### src/rtl/countdown_timer_pkg.sv
// Shared register map and bit positions for the countdown timer; software drivers mirror these values.
// CLK_FREQ falls back to 100 MHz when the build does not provide it.
`ifndef CLK_FREQ
`define CLK_FREQ 100000000
`endif

package countdown_timer_pkg;
  localparam logic [7:0] ADDR_LOAD    = 8'h00;
  localparam logic [7:0] ADDR_COUNT   = 8'h04;
  localparam logic [7:0] ADDR_CTRL    = 8'h08;
  localparam logic [7:0] ADDR_STATUS  = 8'h0C;
  localparam logic [7:0] ADDR_EXP_CNT = 8'h10;

  localparam int CTRL_EN        = 0;
  localparam int CTRL_PERIODIC  = 1;
  localparam int CTRL_IRQ_EN    = 2;
  localparam int STATUS_EXPIRED = 0;
endpackage

### src/rtl/countdown_timer_if.sv
// Peripheral bus: 8-bit byte address, 32-bit data, single-cycle write strobe, combinational read.
interface countdown_timer_if;
  logic [7:0]  address;
  logic [31:0] write_data;
  logic [31:0] read_data;
  logic        we;
  logic        re;

  modport master (output address, output write_data, output we, output re, input read_data);
  modport slave  (input address, input write_data, input we, input re, output read_data);
endinterface

### src/rtl/countdown_timer_tick_prescaler.sv
// Divides clk to a one-cycle tick every LIMIT+1 cycles while run is high; clr restarts the phase.
module tick_prescaler #(
  parameter int LIMIT = 0
) (
  input  logic clk,
  input  logic rst_n,
  input  logic clr,
  input  logic run,
  output logic tick
);
  localparam int W = (LIMIT < 1) ? 1 : $clog2(LIMIT + 1);
  localparam logic [W-1:0] LIM = W'(LIMIT);

  logic [W-1:0] cnt;

  assign tick = run && (cnt == LIM);

  always_ff @(posedge clk or negedge rst_n) begin
    if (!rst_n) begin
      cnt <= '0;
    end else if (clr) begin
      cnt <= '0;
    end else if (run) begin
      cnt <= tick ? '0 : cnt + 1'b1;
    end
  end
endmodule

### src/rtl/countdown_timer.sv
// Programmable one-shot/periodic countdown timer with level irq = EXPIRED & IRQ_EN.
// Define COUNTDOWN_TIMER_EXPCNT_EN to build the saturating 16-bit expiry counter at 0x10.
module countdown_timer
  import countdown_timer_pkg::*;
#(
  parameter int CLK_HZ  = `CLK_FREQ,
  parameter int TICK_HZ = 1000000
) (
  input  logic                  clk,
  input  logic                  rst_n,
  countdown_timer_if.slave      bus,
  output logic                  irq
);
  localparam int PRE_LIMIT = CLK_HZ / TICK_HZ - 1;

  typedef enum logic [1:0] {
    ST_IDLE = 2'd0,
    ST_RUN  = 2'd1,
    ST_DONE = 2'd2
  } state_t;

  state_t      state, state_nxt;
  logic [31:0] load, count, count_nxt;
  logic        periodic, periodic_nxt;
  logic        irq_en, irq_en_nxt;
  logic        expired, expired_nxt;
  logic        tick, pre_clr;
  logic        load_wr, count_wr, ctrl_wr, status_wr, exp_wr;
  logic        start, stop, step, expire;
  logic [31:0] exp_rd;
  logic        unused_re;

  assign unused_re = bus.re;

  tick_prescaler #(.LIMIT(PRE_LIMIT)) u_prescaler (
    .clk   (clk),
    .rst_n (rst_n),
    .clr   (pre_clr),
    .run   (state == ST_RUN),
    .tick  (tick)
  );

  always_comb begin
    load_wr   = bus.we && (bus.address == ADDR_LOAD);
    count_wr  = bus.we && (bus.address == ADDR_COUNT);
    ctrl_wr   = bus.we && (bus.address == ADDR_CTRL);
    status_wr = bus.we && (bus.address == ADDR_STATUS);
    exp_wr    = bus.we && (bus.address == ADDR_EXP_CNT);
    start     = ctrl_wr && bus.write_data[CTRL_EN] && (state != ST_RUN);
    stop      = ctrl_wr && !bus.write_data[CTRL_EN];
    // Software writes to COUNT or a stop take priority over the tick in the same cycle.
    step      = tick && !stop && !count_wr;
    expire    = step && (count == 32'd0);
    pre_clr   = count_wr || start || stop;
  end

  always_comb begin
    state_nxt    = state;
    count_nxt    = count;
    periodic_nxt = periodic;
    irq_en_nxt   = irq_en;
    expired_nxt  = expired;

    if (ctrl_wr) begin
      periodic_nxt = bus.write_data[CTRL_PERIODIC];
      irq_en_nxt   = bus.write_data[CTRL_IRQ_EN];
    end

    if (stop) begin
      state_nxt = ST_IDLE;
    end else if (start) begin
      state_nxt = ST_RUN;
      count_nxt = load;
    end else if (count_wr) begin
      count_nxt = bus.write_data;
    end else if (expire) begin
      if (periodic) count_nxt = load;
      else          state_nxt = ST_DONE;
    end else if (step) begin
      count_nxt = count - 32'd1;
    end

    if (status_wr && bus.write_data[STATUS_EXPIRED]) expired_nxt = 1'b0;
    if (expire)                                      expired_nxt = 1'b1;
  end

  always_ff @(posedge clk or negedge rst_n) begin
    if (!rst_n) begin
      state    <= ST_IDLE;
      load     <= '0;
      count    <= '0;
      periodic <= 1'b0;
      irq_en   <= 1'b0;
      expired  <= 1'b0;
    end else begin
      state    <= state_nxt;
      count    <= count_nxt;
      periodic <= periodic_nxt;
      irq_en   <= irq_en_nxt;
      expired  <= expired_nxt;
      if (load_wr) load <= bus.write_data;
    end
  end

`ifdef COUNTDOWN_TIMER_EXPCNT_EN
  logic [15:0] exp_cnt;

  always_ff @(posedge clk or negedge rst_n) begin
    if (!rst_n) begin
      exp_cnt <= '0;
    end else if (exp_wr) begin
      exp_cnt <= '0;
    end else if (expire && (exp_cnt != 16'hFFFF)) begin
      exp_cnt <= exp_cnt + 16'd1;
    end
  end

  assign exp_rd = {16'h0000, exp_cnt};
`else
  logic unused_exp_wr;
  assign unused_exp_wr = exp_wr;
  assign exp_rd = '0;
`endif

  assign irq = expired && irq_en;

  always_comb begin
    bus.read_data = '0;
    case (bus.address)
      ADDR_LOAD:    bus.read_data = load;
      ADDR_COUNT:   bus.read_data = count;
      ADDR_CTRL:    bus.read_data = {29'd0, irq_en, periodic, state == ST_RUN};
      ADDR_STATUS:  bus.read_data = {31'd0, expired};
      ADDR_EXP_CNT: bus.read_data = exp_rd;
      default:      bus.read_data = '0;
    endcase
  end
endmodule
### src/flat_wrapper.sv
// flat-port wrapper written by rule: the top's interface ports become plain ports
module countdown_timer_flat import countdown_timer_pkg::*;
#(
  parameter int CLK_HZ  = `CLK_FREQ,
  parameter int TICK_HZ = 1000000
)
  (clk, rst_n, irq, bus_address, bus_write_data, bus_we, bus_re, bus_read_data);
  countdown_timer_if bus_i ();
  input  logic clk;
  input  logic rst_n;
  output logic irq;
  input wire logic [$bits(bus_i.address)-1:0] bus_address;
  input wire logic [$bits(bus_i.write_data)-1:0] bus_write_data;
  input wire logic [$bits(bus_i.we)-1:0] bus_we;
  input wire logic [$bits(bus_i.re)-1:0] bus_re;
  output wire logic [$bits(bus_i.read_data)-1:0] bus_read_data;
  assign bus_i.address = bus_address;
  assign bus_i.write_data = bus_write_data;
  assign bus_i.we = bus_we;
  assign bus_i.re = bus_re;
  assign bus_read_data = bus_i.read_data;
  countdown_timer #(.CLK_HZ(CLK_HZ), .TICK_HZ(TICK_HZ)) u_core (.clk(clk), .rst_n(rst_n), .bus(bus_i), .irq(irq));
endmodule
### config.mk
export PLATFORM = sky130hd
export DESIGN_NAME = countdown_timer_flat
export DESIGN_NICKNAME = d
export VERILOG_FILES = /design/src/rtl/countdown_timer_pkg.sv /design/src/rtl/countdown_timer_if.sv /design/src/rtl/countdown_timer_tick_prescaler.sv /design/src/rtl/countdown_timer.sv /design/src/flat_wrapper.sv
export SDC_FILE = /design/constraint.sdc
export NUM_CORES = 1
export LEC_CHECK = 0
export BUFFER_PORTS_ARGS = -buffer_cell sky130_fd_sc_hd__clkbuf_2
export CAP_MARGIN = 10
export CORE_ASPECT_RATIO = 0.7
export CORE_MARGIN = 5
export CORE_UTILIZATION = 40
export CTS_BUF_LIST = sky130_fd_sc_hd__clkbuf_16
export DETAILED_ROUTE_END_ITERATION = 6
export GPL_ROUTABILITY_DRIVEN = 1
export HOLD_SLACK_MARGIN = 0.12
export SLEW_MARGIN = 10
export SYNTH_ARGS = -nofsm -noshare
export SYNTH_HDL_FRONTEND = slang
export SYNTH_SLANG_ARGS = --single-unit
### constraint.sdc
create_clock -name clk -period 6.9 [get_ports clk]
set_input_delay 0.345 -clock clk [delete_from_list [all_inputs] [get_ports clk]]
set_output_delay 0.345 -clock clk [all_outputs]
set_load 0.01 [all_outputs]
==> qor.csv, run 1 <==
metric;value;unit
routabilityCongestion;0.7890;
synth_top_cell_by_area;dfrtp_1;
grt_max_degree;77;
ctsResizeCount;0;
final_layout_size_suffix_gt1_share;25.87;%
grt_pass1_vias;4401;
rsz0062_at_grt;false;
dieHeight;102.2;um
cts_buffers;9;
netlist_top_cells_area;dfrtp_1 39%, mux2_2 7.7%, a22o_1 5.6%, nor2_1 4.6%, nand2_1 2.9%;
register_area;1902;sq um
required;7.15;ns
syn_avg_cell_area;9.458;sq um
maxCapViolCount;0;
critical_path_class;reg2reg;
root_buffer;clkbuf_16;
wl_per_cell;19.95;um
seqPwrFrac;41.4;%
io_pins;77;
wirelength;14.54;mm
synthesis.area;4852;sq um
pwr-share-clk;48.9;%
clkSinkCount;76;
critPathBufInv;0;
netlist.area_leader.share;39.20;%
overflow;0;
fillCellCount;1160;
synthFlopType;dfrtp_1;
outcome;complete, no violations;
first_pass_iters;5;
hold_viol;0;
setup_viol;0;
setup-tns-final;0;ns
fp.dieArea;14470;sq um
drt_iter0_drc;372;
synth_warnings;0;
fin_crit_sh;47.92;%
ys_ff_latch;76;
arrival;3.56;ns
dieWidth;141.6;um
cellPowerDensity;214.8;nW/um^2
path_cells;nor4_2 -> and4_1 -> nand4_2 -> nand2_1 -> a221oi_1 -> o2bb2ai_1;
critPathTopFamily;simple AND/OR/NAND/NOR gates;
ant_nets;0;
final_max_slew_viol_count;0;
antenna_found_initial;0;
synthDistinctLibCells;67;
p_leak;2.570;nW
slew_headroom;17.30;%
place_inst;713;
diodes;0;
cp_max_fo;15;
numPortBuffers;75;
viasPerCell;6.044;
post-dp-hpwl;9.433;mm
yosysSeqAreaShare;39.20;%
synthCells;513;
vias;4406;
cp_slowest_cell;nand2_1;
fmax;0.3024;GHz
clk_pin_slew;0.07;ns
worstHoldPathType;in2async;
internal-power;0.9142;mW
cts_buffer_depth;2;
multi_input_area;2729;sq um
switching_share;24.45;%
nets;613;
drc_errors;0;
synthArstFlopShare;100.0;%
core;11810;sq um
cp-start-kind;flop;
crit_path_end_kind;flop;
hold_buffers;0;
power.switching;0.2959;mW
peakVddDrop;0.1604;mV
clk_latency;0.34;ns
rows;33;
grt_pass1_wl;23.50;mm
cts_tree;built;
slowest_delay;0.69;ns
combPwrFrac;9.7;%
grt_usage;20.57;%
tightest_slew;1.241;ns
fin_crit;3.307;ns
layoutNonFillerInstCount;729;
start_util;41.09;%
cts_setup_buffers;0;
fin_skew;0.008414;ns
synth-edff-count;0;
synthToLayoutAreaGrowth;16.12;%
synth_nets;559;
htree_levels;3;
sequential cells by signal, summed over array words and instances (netlist names):
| name | flops |
|---|---|
| u_core.state | 2 |
| u_core.expired | 1 |
| u_core.irq_en | 1 |
| u_core.u_prescaler.cnt | 7 |
| u_core.load | 32 |
| u_core.periodic | 1 |
| u_core.count | 32 |
power groups by stage:
stage | sequential (mW) | clock, mW | combinational [mW]
3_5_place_dp | 0.508 | 0 | 0.117
2_1_floorplan | 0.498 | 0 | 0.0778
4_1_cts | 0.501 | 0.597 | 0.118
3_3_place_gp | 0.507 | 0 | 0.113
6_report | 0.501 | 0.592 | 0.117
5_1_grt | 0.506 | 0.618 | 0.132
synthesized netlist by cell type, drive strengths merged (10+ instances only):
cell type,number
clkbuf,14
nand2,37
a21oi,17
mux2,35
nor2,60
dfrtp,76
buf,24
xnor2,10
xor2,12
a22o,31
nor3,10
o21ai,29
nand3,13
layer usage:
| metal | vias up | global-route usage, % | wire length, um |
|---|---|---|---|
| met3 | 13 | 4.210 | 835 |
| met5 | - | 0 | 0 |
| met2 | 154 | 32.99 | 6488 |
| met1 | 2202 | 28.95 | 7055 |
| met4 | 0 | 4.646 | 164 |
| li1 | 2037 | - | - |
cell type report:
| cell class | count | share of cell area (%) |
|---|---|---|
| timing repair buffer | 81 | 7.506 |
| clock inverter | 7 | 2.487 |
| inverter | 5 | 0.3331 |
| sequential | 76 | 33.76 |
| multi-input combinational | 394 | 48.43 |
| clock buffer | 9 | 3.997 |
| tap | 157 | 3.487 |
through the flow:
step	power, mW	setup slack, ns	utilization (%)	hold WS (ns)	area, sq um
global placement	0.6193	3.727	44.62	0.5088	5269
detailed placement	0.6249	3.702	44.62	0.5143	5269
floorplan	0.5760	4.577	-	0.04941	4852
CTS	1.215	3.677	47.71	0.2307	5634
global route	1.256	3.403	47.71	0.2517	5634
finish	1.210	3.593	47.71	0.1381	5634
worst register-to-register path, delay by kind of cell, from the launching register on:
family             cells  cell delay (ns)
AOI/OAI and AO/OA      2             0.36
DFF                    1             0.48
and+or+nand+nor        4             2.38
logic make-up (layout without fill, tap and decap cells):
| kind of cell | after synthesis | after routing | share of synthesized area, % |
|---|---|---|---|
| simple gates | 185 | 185 | 20.68 |
| compound gates | 144 | 144 | 21.43 |
| flops | 76 | 76 | 39.20 |
| buf+inv | 43 | 102 | 4.848 |
| mux | 41 | 41 | 9.361 |
| xor+xnor | 22 | 22 | 3.971 |
| fa+ha+maj | 2 | 2 | 0.5156 |
final timing paths:
| check | start | to | slack (ns) | depth (start not counted) |
|---|---|---|---|---|
| max | u_core.count[8]$_DFFE_PN0P_ | u_core.count[23]$_DFFE_PN0P_ | 3.59 | 6 |
| min | rst_n | u_core.load[31]$_DFFE_PN0P_ | 0.14 | 1 |
| max reg2reg | u_core.count[8]$_DFFE_PN0P_ | u_core.count[23]$_DFFE_PN0P_ | 3.59 | 6 |
| min reg2reg | u_core.load[15]$_DFFE_PN0P_ | u_core.load[15]$_DFFE_PN0P_ | 0.53 | 1 |
| max in group asynchronous | rst_n | u_core.count[2]$_DFFE_PN0P_ | 6.03 | 1 |
| min in group clk | bus_write_data[14] | u_core.load[14]$_DFFE_PN0P_ | 0.24 | 2 |
layout by cell type, fill, tap and decap left out, types with 8 or more instances in the layout:
cell type,count
nand2_1,37
mux2_2,33
o22ai_1,8
dfrtp_1,76
clkbuf_16,9
xnor2_1,10
clkbuf_2,74
o21ai_0,21
nand3_1,13
a31oi_1,8
a21oi_1,17
nor3_1,8
a22o_1,31
nor2_1,58
xor2_1,12
No activity file was read; power rests on OpenSTA's default activity.
==> inputs of run 2 (changes only) <==
==> constraint.sdc (replaced) <==
create_clock -name clk -period 2.9 [get_ports clk]
set_input_delay 0.145 -clock clk [delete_from_list [all_inputs] [get_ports clk]]
set_output_delay 0.145 -clock clk [all_outputs]
set_load 0.01 [all_outputs]
==> qor.csv, run 2 (synthesis results as in run 1) <==
metric;value;unit;change
slew_headroom;33.75;%;+16 points
hold_viol;0;;unchanged
nets;657;;+7.2%
htree_levels;3;;unchanged
wirelength;14.63;mm;+0.58%
placed_cell_area;5371;sq um;+1.9%
final_layout_size_suffix_gt1_share;25.65;%;-0.22 points
fin_crit_sh;91.23;%;+43 points
cts_buffers;9;;unchanged
crit_path_end_kind;flop;;
power.switching;0.6774;mW;+130%
final_cell_mix;76 x dfrtp_1, 74 x clkbuf_2, 58 x nor2_1;;
ant_nets;0;;unchanged
clkSinkCount;76;;unchanged
grt_pass1_vias;4500;;+2.2%
viasPerCell;5.912;;-2.2%
rows;33;;unchanged
fin_crit;2.646;ns;-0.6608 ns
grt_usage;20.68;%;+0.12 points
routabilityCongestion;0.8163;;+3.5%
critical_path_class;reg2reg;;
cp_slowest_cell;and4_1;;
fmax;0.3780;GHz;+25%
final_max_slew_viol_count;0;;unchanged
arrival;2.87;ns;-0.69 ns
cts_tree;built;;
pwr-share-clk;44.2;%;-4.7 points
core;11810;sq um;unchanged
vias;4570;;+3.7%
wl_per_cell;18.92;um;-5.1%
start_util;41.09;%;unchanged
cp_max_fo;13;;-2
setup-tns-final;0;ns;unchanged
tightest_slew;0.9937;ns;-0.2468 ns
cp-start-kind;flop;;
cts_setup_buffers;0;;unchanged
setup_viol;0;;unchanged
worstHoldPathType;in2reg;;
first_pass_iters;7;;+2
peakVddDrop;0.2872;mV;+79%
largestRegisters;u_core.count x32, u_core.load x32, u_core.u_prescaler.cnt x7;;
cts_buffer_depth;2;;unchanged
dieWidth;141.6;um;unchanged
internal-power;2.023;mW;+120%
diodes;0;;unchanged
required;3.12;ns;-4.03 ns
switching_share;25.09;%;+0.63 points
rsz0062_at_grt;false;;
numPortBuffers;75;;unchanged
maxCapViolCount;0;;unchanged
clk_pin_slew;0.06;ns;about the same
fin_skew;0.008800;ns;+0.0003863 ns
r2r_setup_slack;0.25;ns;-3.34 ns
cellPowerDensity;449.3;nW/um^2;+110%
seqPwrFrac;44.1;%;+2.7 points
antenna_found_initial;0;;unchanged
drt_iter0_drc;399;;+7.3%
path_cells;inv_1 -> ha_1 -> nor4b_1 -> and4_1 -> nand4_2 -> a31o_1 -> buf_4 -> o21a_1 -> o22a_1;;
drc_errors;0;;unchanged
dieHeight;102.2;um;unchanged
final_cell_area;6010;sq um;+6.7%
power.total;2.700;mW;+120%
root_buffer;clkbuf_16;;
fp.dieArea;14470;sq um;unchanged
outcome;complete, no violations;;
io_pins;77;;unchanged
post-dp-hpwl;9.624;mm;+2.0%
p_leak;2.748;nW;+6.9%
clk_latency;0.34;ns;about the same
grt_pass1_wl;23.74;mm;+1.0%
grt_max_degree;77;;unchanged
layout_commonest_cell;dfrtp_1;;
synthToLayoutAreaGrowth;23.85;%;
fillCellCount;1124;;-3.1%
slowest_delay;0.46;ns;-0.23 ns
combPwrFrac;11.8;%;+2.1 points
overflow;0;;unchanged
-- run 2: worst max-delay path, delay by kind of cell, from the launching register on --
family / cells / cell delay [ns]
simple gates: 3 / 0.99
buf+inv: 2 / 0.30
compound gates: 3 / 0.59
fa+ha+maj: 1 / 0.23
flops: 1 / 0.41
-- run 2: final timing paths --
kind,startpoint,end,depth (start not counted)
worst max-delay path,u_core.count[0]$_DFFE_PN0P_,u_core.count[29]$_DFFE_PN0P_,9
min in group asynchronous,rst_n,u_core.load[31]$_DFFE_PN0P_,2
worst min-delay path,bus_write_data[0],u_core.load[0]$_DFFE_PN0P_,2
worst min register to register,u_core.load[15]$_DFFE_PN0P_,u_core.load[15]$_DFFE_PN0P_,1
max in group asynchronous,rst_n,u_core.count[10]$_DFFE_PN0P_,2
worst max register to register,u_core.count[0]$_DFFE_PN0P_,u_core.count[29]$_DFFE_PN0P_,9
-- run 2: cell type report --
class / instances / area, sq um / share of cell area (%)
Sequential cell: 76 / 1902 / 31.65
Timing Repair Buffer: 125 / 845.8 / 14.07
Clock inverter: 7 / 83.83 / 1.395
Inverter: 5 / 18.77 / 0.3123
Tap cell: 157 / 196.4 / 3.269
Clock buffer: 9 / 225.2 / 3.748
Multi-Input combinational cell: 394 / 2738 / 45.55
-- run 2: timing repair --
item / in CTS / in global routing
endpoints found under the setup margin: 0 / 1
hold buffers: 32 / 0
endpoints found under the hold margin: 109 / 0
resized for setup: 0 / 1
-- run 2: power groups by stage --
stage / registers, mW / logic (mW) / clock network, mW
final: 1.19 / 0.317 / 1.19
after global routing: 1.20 / 0.355 / 1.25
after CTS: 1.19 / 0.318 / 1.20
after detailed placement: 1.21 / 0.282 / 0
after global placement: 1.21 / 0.274 / 0
after floorplan: 1.19 / 0.185 / 0
-- run 2: per-layer routing --
metal / share of wire [%] / vias up / track usage, % / wire (um)
met1: 47 / 2271 / 29.76 / 6924
met2: 45 / 159 / 32.70 / 6605
met4: 1.2 / 0 / 4.572 / 173
met5: 0 / - / 0 / 0
li1: - / 2125 / - / -
met3: 6.3 / 15 / 3.929 / 923
-- run 2: per-stage QoR --
step	setup WS (ns)	std cells	hold slack, ns	util (%)
after floorplan	0.6774	513	-0.1506	-
after global placement	0.3191	725	0.3741	45.49
after detailed placement	0.2815	725	0.3772	45.49
after CTS	0.2474	773	0.1554	50.82
after global routing	0.05337	773	0.1630	50.89
final	0.2542	773	0.1560	50.89
==> inputs of run 3 (changes only) <==
--- a/config.mk
+++ b/config.mk
@@ -14,6 +14,7 @@
 export DETAILED_ROUTE_END_ITERATION = 6
 export GPL_ROUTABILITY_DRIVEN = 1
 export HOLD_SLACK_MARGIN = 0.12
+export SETUP_SLACK_MARGIN = 0.15
 export SLEW_MARGIN = 10
 export SYNTH_ARGS = -nofsm -noshare
 export SYNTH_HDL_FRONTEND = slang
==> constraint.sdc (replaced) <==
create_clock -name clk -period 2.9 [get_ports clk]
set_input_delay 0.29 -clock clk [delete_from_list [all_inputs] [get_ports clk]]
set_output_delay 0.29 -clock clk [all_outputs]
set_load 0.01 [all_outputs]
==> qor.csv, run 3 (synthesis results as in run 1) <==
metric;value;unit;change
post-route-util;48.01;%;-2.9 points
fin_skew;0.006378;ns;-0.002423 ns
p_leak;2.608;nW;-5.1%
final_layout_size_suffix_gt1_share;27.40;%;+1.7 points
cts_setup_buffers;0;;unchanged
clk_pin_slew;0.06;ns;about the same
cts_tree;built;;
cp_max_fo;8;;-5
rsz0062_at_grt;false;;
fin_crit;2.516;ns;-0.1303 ns
hold_viol;0;;unchanged
tightest_slew;1.002;ns;+0.008742 ns
rows;33;;unchanged
dieWidth;141.6;um;unchanged
cts_buffers;9;;unchanged
worstHoldPathType;in2async;;
nets;627;;-4.6%
cellPowerDensity;434.7;nW/um^2;-3.3%
peakVddDrop;0.2764;mV;-3.8%
grt-busiest-layer;met2;;
htree_levels;3;;unchanged
gr-usage-met2;32.19;%;-0.51 points
numPortBuffers;75;;unchanged
hold_buffers;0;;-100%
multi_input_area;2750;sq um;+0.46%
setup-tns-final;0;ns;unchanged
diodes;0;;unchanged
wl_per_cell;19.38;um;+2.4%
clkSinkCount;76;;unchanged
routabilityCongestion;0.8364;;+2.5%
grt_usage;20.28;%;-0.40 points
final_cell_mix;76 x dfrtp_1, 74 x clkbuf_2, 58 x nor2_1;;
layout_commonest_cell;dfrtp_1;;
cp-start-kind;flop;;
arrival;2.77;ns;-0.10 ns
cp_slowest_cell;or4_4;;
drt_iter0_drc;292;;-27%
fmax;0.3975;GHz;+5.2%
largestRegisters;u_core.count x32, u_core.load x32, u_core.u_prescaler.cnt x7;;
slowest_delay;0.59;ns;+0.13 ns
viasPerCell;5.876;;-0.61%
dieHeight;102.2;um;unchanged
outcome;complete, no violations;;
use_met3;4.069;%;+0.14 points
core;11810;sq um;unchanged
crit_path_end_kind;flop;;
first_pass_iters;4;;-3
wirelength;14.36;mm;-1.8%
fillCellCount;1160;;+3.2%
io_pins;77;;unchanged
grt_pass1_wl;23.18;mm;-2.4%
clk_latency;0.34;ns;about the same
path_cells;or4_4 -> nor3b_4 -> nand4_2 -> buf_4 -> a31oi_1 -> nor2_1 -> o21ai_1;;
drc_errors;0;;unchanged
setup_viol;0;;unchanged
fp.dieArea;14470;sq um;unchanged
cts_buffer_depth;2;;unchanged
synthToLayoutAreaGrowth;16.84;%;
ant_nets;0;;unchanged
critical_path_class;reg2reg;;
use_met1;28.64;%;-1.1 points
register_area;1902;sq um;unchanged
root_buffer;clkbuf_16;;
ctsResizeCount;0;;unchanged
grt_pass1_vias;4316;;-4.1%
vias;4354;;-4.7%
final_max_slew_viol_count;0;;unchanged
maxCapViolCount;0;;unchanged
post-dp-hpwl;9.830;mm;+2.1%
start_util;41.09;%;unchanged
overflow;0;;unchanged
required;3.15;ns;+0.03 ns
grt_max_degree;77;;unchanged
fin_crit_sh;86.74;%;-4.5 points
antenna_found_initial;0;;unchanged
slew_headroom;33.17;%;-0.58 points
-- run 3: critical path: cells and delay by family (launching register included) --
family	cells	cell delay [ns]
AO/OA/AOI/OAI	2	0.34
AND/OR/NAND/NOR	4	1.35
flip-flops	1	0.44
buffers and inverters	1	0.30
-- run 3: layout make-up --
cell class | instances | share of cell area, %
multi-input combinational | 394 | 48.51
sequential | 76 | 33.55
timing repair buffer | 95 | 9.755
clock buffer | 9 | 3.973
tap | 157 | 3.465
clock inverter | 5 | 0.4193
inverter | 5 | 0.3311
-- run 3: layer usage --
metal  vias to the layer above  routed length [um]  share of wire, %
li1                       2064                   -                 -
met1                      2145                6826                48
met2                       135                6519                45
met3                        10                 905               6.3
met4                         0                 106              0.74
met5                         -                   0                 0
-- run 3: through the flow --
stage          area (sq um)  hold WS [ns]  std cells  worst slack, ns  total power, mW
5_1_grt                5669        0.2082        741           0.1618            2.561
3_5_place_dp           5399        0.5170        727           0.3147            1.492
2_1_floorplan          4852     -0.005591        513           0.6774            1.370
3_3_place_gp           5399        0.5054        727           0.3506            1.480
4_1_cts                5648        0.1706        741           0.2634            2.484
6_report               5669        0.1073        741           0.3845            2.464
-- run 3: path summary, 6_finish.rpt --
kind,startpoint,endpoint,slack (ns),cells after the start
max,u_core.count[17]$_DFFE_PN0P_,u_core.count[7]$_DFFE_PN0P_,0.38,7
min,rst_n,u_core.u_prescaler.cnt[1]$_DFFE_PN0P_,0.11,1
max reg2reg,u_core.count[17]$_DFFE_PN0P_,u_core.count[7]$_DFFE_PN0P_,0.38,7
min reg2reg,u_core.load[14]$_DFFE_PN0P_,u_core.load[14]$_DFFE_PN0P_,0.52,1
max in group asynchronous,rst_n,u_core.count[4]$_DFFE_PN0P_,2.12,1
min in group clk,bus_write_data[14],u_core.load[14]$_DFFE_PN0P_,0.18,2
-- run 3: power by group --
| part | switching (mW) | internal, mW |
|---|---|---|
| registers | 0.0728 | 1.12 |
| logic | 0.149 | 0.134 |
| clock network | 0.430 | 0.559 |
